`config.mk`:
```
export PLATFORM = sky130hd
export DESIGN_NAME = jedro_1_mem_arbiter
export DESIGN_NICKNAME = d
export VERILOG_FILES = /design/src/rtl/jedro_1_mem_pkg.sv /design/src/rtl/jedro_1_mem_arbiter_rr_arb2.sv /design/src/rtl/jedro_1_mem_arbiter.sv
export SDC_FILE = /design/constraint.sdc
export NUM_CORES = 1
export LEC_CHECK = 0
export CAP_MARGIN = 20
export CELL_PAD_IN_SITES_DETAIL_PLACEMENT = 0
export CELL_PAD_IN_SITES_GLOBAL_PLACEMENT = 1
export CORE_ASPECT_RATIO = 0.7
export CORE_UTILIZATION = 12
export DETAILED_ROUTE_END_ITERATION = 12
export PLACE_DENSITY_LB_ADDON = 0.1
export SLEW_MARGIN = 20
export SYNTH_ARGS = -nofsm -noshare
export SYNTH_HDL_FRONTEND = slang
export SYNTH_SLANG_ARGS = --single-unit
```
`constraint.sdc`:
```
create_clock -name clk_i -period 2.4 [get_ports clk_i]
set_input_delay 0.36 -clock clk_i [delete_from_list [all_inputs] [get_ports clk_i]]
set_output_delay 0.36 -clock clk_i [all_outputs]
set_load 0.05 [all_outputs]
```
`src/rtl/jedro_1_mem_pkg.sv`:
```
// Shared types and constants for the jedro_1 instruction/data memory arbiter.
// Owner tags identify which requester a RAM response belongs to.
package jedro_1_mem_pkg;

    typedef enum logic [1:0] {
        OWN_NONE  = 2'd0,
        OWN_INSTR = 2'd1,
        OWN_DATA  = 2'd2
    } owner_e;

    localparam int RAM_LATENCY_MIN = 1;
    localparam int RAM_LATENCY_MAX = 3;

    // Bit positions of each requester inside the 2-bit req/gnt vectors
    localparam int REQ_INSTR = 0;
    localparam int REQ_DATA  = 1;

    function automatic owner_e owner_of(input logic [1:0] gnt);
        owner_e own;
        own = OWN_NONE;
        if (gnt[REQ_DATA]) begin
            own = OWN_DATA;
        end else if (gnt[REQ_INSTR]) begin
            own = OWN_INSTR;
        end
        return own;
    endfunction

endpackage

```
`src/rtl/jedro_1_mem_arbiter_rr_arb2.sv`:
```
// Two-way round-robin arbiter: combinational grant, pointer advanced only when
// both sides compete so a lone requester never disturbs the fairness history.
module jedro_1_rr_arb2
    import jedro_1_mem_pkg::*;
(
    input  logic       clk_i,
    input  logic       rstn_i,
    input  logic [1:0] req_i,
    output logic [1:0] gnt_o
);

    logic last_data_q;
    logic last_data_d;

    always_comb begin
        gnt_o       = 2'b00;
        last_data_d = last_data_q;
        if (req_i == 2'b11) begin
            if (last_data_q) begin
                gnt_o[REQ_INSTR] = 1'b1;
            end else begin
                gnt_o[REQ_DATA] = 1'b1;
            end
            last_data_d = ~last_data_q;
        end else begin
            gnt_o = req_i;
        end
    end

    // Reset value "instr won last" hands the first tie to data
    always_ff @(posedge clk_i or negedge rstn_i) begin
        if (!rstn_i) begin
            last_data_q <= 1'b0;
        end else begin
            last_data_q <= last_data_d;
        end
    end

endmodule

```
`src/rtl/jedro_1_mem_arbiter.sv`:
```
// Shares one single-port RAM between instruction fetch and data ports; an
// owner-tag pipeline matched to the RAM latency routes each response back.
module jedro_1_mem_arbiter
    import jedro_1_mem_pkg::*;
#(
    parameter int ADDR_WIDTH  = 32,
    parameter int DATA_WIDTH  = 32,
    parameter int RAM_LATENCY = 1
) (
    input  logic                    clk_i,
    input  logic                    rstn_i,

    input  logic                    instr_req_i,
    input  logic [ADDR_WIDTH-1:0]   instr_addr_i,
    output logic                    instr_gnt_o,
    output logic                    instr_rvalid_o,
    output logic [DATA_WIDTH-1:0]   instr_rdata_o,

    input  logic                    data_req_i,
    input  logic                    data_we_i,
    input  logic [DATA_WIDTH/8-1:0] data_be_i,
    input  logic [ADDR_WIDTH-1:0]   data_addr_i,
    input  logic [DATA_WIDTH-1:0]   data_wdata_i,
    output logic                    data_gnt_o,
    output logic                    data_rvalid_o,
    output logic [DATA_WIDTH-1:0]   data_rdata_o,

    output logic                    ram_en_o,
    output logic [DATA_WIDTH/8-1:0] ram_we_o,
    output logic [ADDR_WIDTH-1:0]   ram_addr_o,
    output logic [DATA_WIDTH-1:0]   ram_wdata_o,
    input  logic [DATA_WIDTH-1:0]   ram_rdata_i
);

    if (RAM_LATENCY < RAM_LATENCY_MIN || RAM_LATENCY > RAM_LATENCY_MAX) begin : g_bad_latency
        $error("jedro_1_mem_arbiter: RAM_LATENCY=%0d outside legal range 1..3", RAM_LATENCY);
    end

    logic [1:0] req;
    logic [1:0] gnt;
    owner_e     grant_owner;
    owner_e     tag_out;
    owner_e     tag_q [RAM_LATENCY];
    owner_e     tag_d [RAM_LATENCY];

    // Grants are combinational, so reset must mask requests directly
    assign req = {data_req_i, instr_req_i} & {2{rstn_i}};

    jedro_1_rr_arb2 u_arb (
        .clk_i  (clk_i),
        .rstn_i (rstn_i),
        .req_i  (req),
        .gnt_o  (gnt)
    );

    assign instr_gnt_o = gnt[REQ_INSTR];
    assign data_gnt_o  = gnt[REQ_DATA];
    assign ram_en_o    = gnt[REQ_INSTR] | gnt[REQ_DATA];
    assign grant_owner = owner_of(gnt);

    always_comb begin
        ram_addr_o  = instr_addr_i;
        ram_wdata_o = data_wdata_i;
        ram_we_o    = '0;
        if (gnt[REQ_DATA]) begin
            ram_addr_o = data_addr_i;
            if (data_we_i) begin
                ram_we_o = data_be_i;
            end
        end
    end

    always_comb begin
        tag_d[0] = grant_owner;
        for (int i = 1; i < RAM_LATENCY; i++) begin
            tag_d[i] = tag_q[i-1];
        end
    end

    // Clearing the tags on reset drops any access still in flight
    always_ff @(posedge clk_i or negedge rstn_i) begin
        if (!rstn_i) begin
            for (int i = 0; i < RAM_LATENCY; i++) begin
                tag_q[i] <= OWN_NONE;
            end
        end else begin
            for (int i = 0; i < RAM_LATENCY; i++) begin
                tag_q[i] <= tag_d[i];
            end
        end
    end

    assign tag_out        = tag_q[RAM_LATENCY-1];
    assign instr_rvalid_o = (tag_out == OWN_INSTR);
    assign data_rvalid_o  = (tag_out == OWN_DATA);
    assign instr_rdata_o  = ram_rdata_i;
    assign data_rdata_o   = ram_rdata_i;

endmodule

```
# --- After elaboration in Yosys (flattened, before gate mapping) ---
# Index checks and enable logic that the tools add are counted.
classes:
  muxes: 8
  bitwise_logic: 3
  eq_ne: 3
op_table:
  columns: ["op", "count"]
  rows:
  - ["$mux W32", 1]
  - ["$mux W4", 2]
  - ["$eq A2 B2 Y1 const B", 2]
  - ["$mux W2", 2]
  - ["$mux W1", 3]
  - ["$and A2 B2 Y2", 1]
  - ["$eq A2 B1 Y1 const B", 1]
  - ["$not A1 Y1", 1]
  - ["$or A1 B1 Y1", 1]
word_totals:
  in_bits: 137
  word_cells: 16
  out_inout_bits: 137
  reg_bits: 3

# --- Logic depth before layout (Yosys ltp) ---
logic_depth:
  ltp_word: 5
  ltp_mapped: 4
  depth_no_buf: 3

# --- Cells and area by module ---
# A second synthesis with hierarchy kept.
unflattened:
  hier_cells: 150
  hier_area_um2: 1341.3
by_module_without_submodules:
  columns: ["mod", "cells_per_inst", "instances", "seq_area_each_um2", "area_each_um2"]
  rows:
  - ["jedro_1_mem_arbiter", 144, 1, 50.0, 1285.0]
  - ["jedro_1_rr_arb2", 6, 1, 25.0, 56.3]

# --- Least setup slack after synthesis ---
# OpenSTA, ideal clock, no wires.
synth_path:
  path_kind: "register -> output"
  start: "register u_arb.last_data_q"
  end: "output port ram_we_o[3]"
  arrival_ps: 1234
  required_time_ps: 2040
  path_stages_with_launch: 4
  path_buffers: 0
  path_slack_ps: 806
  cell_sequence: "dfrtp_1 nand2_1 nand2_1 nor2_1"
synth_between:
  elab_chain_len: 3
synth_lines:
  columns: ["element", "line", "text"]
  rows:
  - ["start, declared", "jedro_1_mem_arbiter_rr_arb2.sv:12", "logic last_data_q;"]
  - ["start signal, assigned", "jedro_1_mem_arbiter_rr_arb2.sv:35", "last_data_q <= last_data_d;"]
  - ["$mux W1", "jedro_1_mem_arbiter_rr_arb2.sv:19", "if (last_data_q) begin"]
  - ["$mux W2", "jedro_1_mem_arbiter_rr_arb2.sv:18", "if (req_i == 2'b11) begin"]
  - ["$mux W4", "jedro_1_mem_arbiter.sv:65", "if (gnt[REQ_DATA]) begin"]
  - ["end, declared", "jedro_1_mem_arbiter.sv:29", "output logic [DATA_WIDTH/8-1:0] ram_we_o,"]
# Every way passes these cells.

# --- Worst setup path in the final report ---
layout_path:
  start: "input port instr_req_i"
  end: "output port ram_addr_o[1]"
layout_between:
  elab_chain_len: 4
layout_lines:
  columns: ["element", "line", "text"]
  rows:
  - ["start, declared", "jedro_1_mem_arbiter.sv:13", "input logic instr_req_i,"]
  - ["$and A2 B2 Y2", "jedro_1_mem_arbiter.sv:47", "assign req = {data_req_i, instr_req_i} & {2{rstn_i}};"]
  - ["$eq A2 B2 Y1", "jedro_1_mem_arbiter_rr_arb2.sv:18", null]
  - ["$mux W2", "jedro_1_mem_arbiter_rr_arb2.sv:18", null]
  - ["$mux W32", "jedro_1_mem_arbiter.sv:65", null]
  - ["end, declared", "jedro_1_mem_arbiter.sv:30", "output logic [ADDR_WIDTH-1:0] ram_addr_o,"]
# Every way passes these cells.

==> results.toml <==
[sta]
tns_ns = 0
max_slew_margin_pct = 65.71
period_needed_ns = 2.212
rsz0062_at_grt = "false"
hold_violations = 0
timing.fmax_mhz = 452.2
clock_skew_ns = 0.0001077
fin_crit_sh_pct = 92.15
tightest_slew_ns = 0.5128
setup_viol = 0
slew_viol_final = 0

[synth]
syn_area_per_cell_um2 = 9.257
synth_top_family_by_area = "buffers and inverters"
netlist_instances = 153
synthSimpleGateAreaFrac_pct = 5.919
synth_compound_area_share_pct = 1.237
synthAdderAreaFrac_pct = 0
synth_area_mm2 = 0.001416
synth_area_leader_cell = "buf_4"
synthMuxAreaShare_pct = 33.13
synthDistinctLibCells = 16
synth_top_area_share_pct = 50.88
yosysWarnings = 0
synthXorXnorAreaFrac_pct = 0.6184
ys_seq_area_share_pct = 5.300
ys_ff_latch = 3
yosys-top-cells-area = "buf_4 51%, mux2_4 31%, dfrtp_1 5.3%"
synth_nets = 290

[critical_path]
start_kind = "primary input"
critPathRequiredTime_ns = 2.04
startpoint = "instr_req_i"
critPathMaxFanout = 23
crit_arrival_ns = 1.85
path_cells = "clkdlybuf4s50_1, nand2_1, nand3_4, buf_12, mux2_2, buf_12"
critPathCaptureType = "output pin"
cp_common_cell = "buf_12"
crit_type = "in2out"
slowest_delay_ns = 0.48
timing.rr.end = "tag_out[1]"
reg2reg_depth = 4
cpMaxStageDelayCell = "clkdlybuf4s50_1"
r2r-start = "u_arb.last_data_q"
r2r_setup_slack_ns = 1.28
cp-endpoint = "ram_addr_o[1]"

[power]
p_sw_w = 0.0004325
clkPwrFrac_pct = 25.1
switching_share_pct = 40.99
p_int_w = 0.0006226
seq_power_share_pct = 7.0
vdd_drop_max_uv = 176.4
p_leak_nw = 0.9532
pwr-share-comb_pct = 68.0
p_per_area_mw_per_mm2 = 492.8

[route]
vias = 1024
first_iter_violations = 10
drcViolationCount = 0
dr.pass1.iters = 3
wl_per_cell_um = 15.01
routed_via_density = 3.112
postRouteAntennaNets = 0
drt-total-wl_um = 4938

[clocking]
cts_made_buffers = 3
clock_path_buffers = 2
cts_setup_buffers = 0
cts_tree = "done"
clock_latency_ns = 0.22
cts_hold_buf = 0
htree_levels = 1
cts_sinks = 3
clk_pin_slew_worst_paths_ns = 0.03
cts_resized = 0
root_buffer = "clkbuf_16"

[floorplanning]
rows = 32
start_util_pct = 12.59
coreArea_mm2 = 0.01125
dieArea_mm2 = 0.01225
die_w_um = 131.9
dieHeight_um = 92.90
io_pins = 274

[layout]
diodes = 0
fin_cells = 329
area_delta_synth_final_pct = 51.15
fin_nets = 314
drive_gt1_share_pct = 46.02

[global_route]
track_usage_pct = 7.510
grt_max_degree = 24
grt_pass1_wl_um = 7051
antenna_found_initial = 0
grt_overflow = 0
grt_pass1_vias = 1184

[run]
maxCapViolations = 0

[placed_design]
portBuffers = 113
gp_congestion = 0.7576
dp_cells = 325
dp_hpwl_um = 4518

[hold_path]
hold_path_class = "reg2reg"

[status]
outcome = "complete, no violations"
-- synthesized netlist by cell type --
library cell   n
dfrtp_1        3
a21oi_1        2
nand2_1        3
xnor2_1        1
o21a_1         1
mux2_2         3
mux2_4        29
inv_1          2
nor2b_1        2
nand3_1        2
and2_1         3
buf_4         96
and4_2         1
nor2_1         1
buf_6          3
nand3_4        1
-- routing by layer --
metal | share of wire (%) | wire length [um] | up-vias | GRT usage, %
met5 | 0 | 0 | - | 0
met4 | 2.2 | 109 | 0 | 3.391
met3 | 14 | 689 | 29 | 4.160
met2 | 50 | 2483 | 96 | 13.76
met1 | 34 | 1655 | 453 | 6.845
li1 | - | - | 446 | -
-- metrics by stage --
stage | instance area, um2 | power (W) | hold WS, ns | worst slack, ns | utilization (%)
finish | 2141 | 0.001055 | 0.5010 | 0.1885 | 19.03
global route | 2141 | 0.001100 | 0.5262 | 0.1276 | 19.03
CTS | 2141 | 0.001071 | 0.5039 | 0.1636 | 19.03
detailed placement | 2062 | 0.0008010 | 0.5001 | 0.1744 | 18.33
global placement | 2062 | 0.0008001 | 0.5053 | 0.1912 | 18.33
floorplan | 1416 | 0.0009342 | 0.06441 | 0.8064 | -
-- worst max-delay path: cells and delay by family --
family	cells	cell delay, ns
mux	1	0.39
buf+inv	3	0.84
simple gates	2	0.24
-- cells by family (layout without fill, tap and decap cells) --
logic type | Yosys count | after routing
buffers and inverters | 101 | 124
muxes | 32 | 32
DFF | 3 | 3
and+or+nand+nor | 13 | 13
AOI/OAI and AO/OA | 3 | 3
xor gates and xnor gates | 1 | 1
-- placed cells by master, fill, tap and decap left out --
cell / count
o21a_1: 1
xnor2_1: 1
clkbuf_1: 1
and4_2: 1
nand2_1: 3
nor2b_1: 2
buf_12: 11
clkbuf_16: 3
buf_4: 33
mux2_2: 3
and2_1: 3
dfrtp_1: 3
clkdlybuf4s50_1: 74
a21oi_1: 2
nand3_4: 1
mux2_4: 29
inv_1: 2
nor2_1: 1
nand3_1: 2
-- sequential cells by signal (all words and copies together), names as in the netlist --
signal             count
tag_out                2
u_arb.last_data_q      1
-- worst min-delay path by stage --
stage	from	to	slack, ns	cells past startpoint
6_report	u_arb.last_data_q	u_arb.last_data_q	0.50	1
5_1_grt	u_arb.last_data_q	u_arb.last_data_q	0.53	1
4_1_cts	u_arb.last_data_q	u_arb.last_data_q	0.50	1
3_5_place_dp	u_arb.last_data_q	u_arb.last_data_q	0.50	1
3_3_place_gp	u_arb.last_data_q	u_arb.last_data_q	0.51	1
2_1_floorplan	rstn_i	tag_out[0]	0.06	0
-- power by group through the flow --
stage	Combinational [W]	Clock, W	Sequential, W
after floorplan	0.000863	0	0.0000715
after global routing	0.000746	0.000278	0.0000754
after CTS	0.000727	0.000269	0.0000742
final	0.000717	0.000264	0.0000739
after global placement	0.000725	0	0.0000752
after detailed placement	0.000726	0	0.0000748
-- layout make-up --
type / count / area, um2
fillers: 1231 / 9110
repair buffers: 118 / 1209
multi-input cells: 49 / 579.3
well taps: 153 / 191.4
clock buffers: 4 / 78.83
flip-flops and latches: 3 / 75.07
inverters: 2 / 7.507
Power figures use the tool's default switching activity.
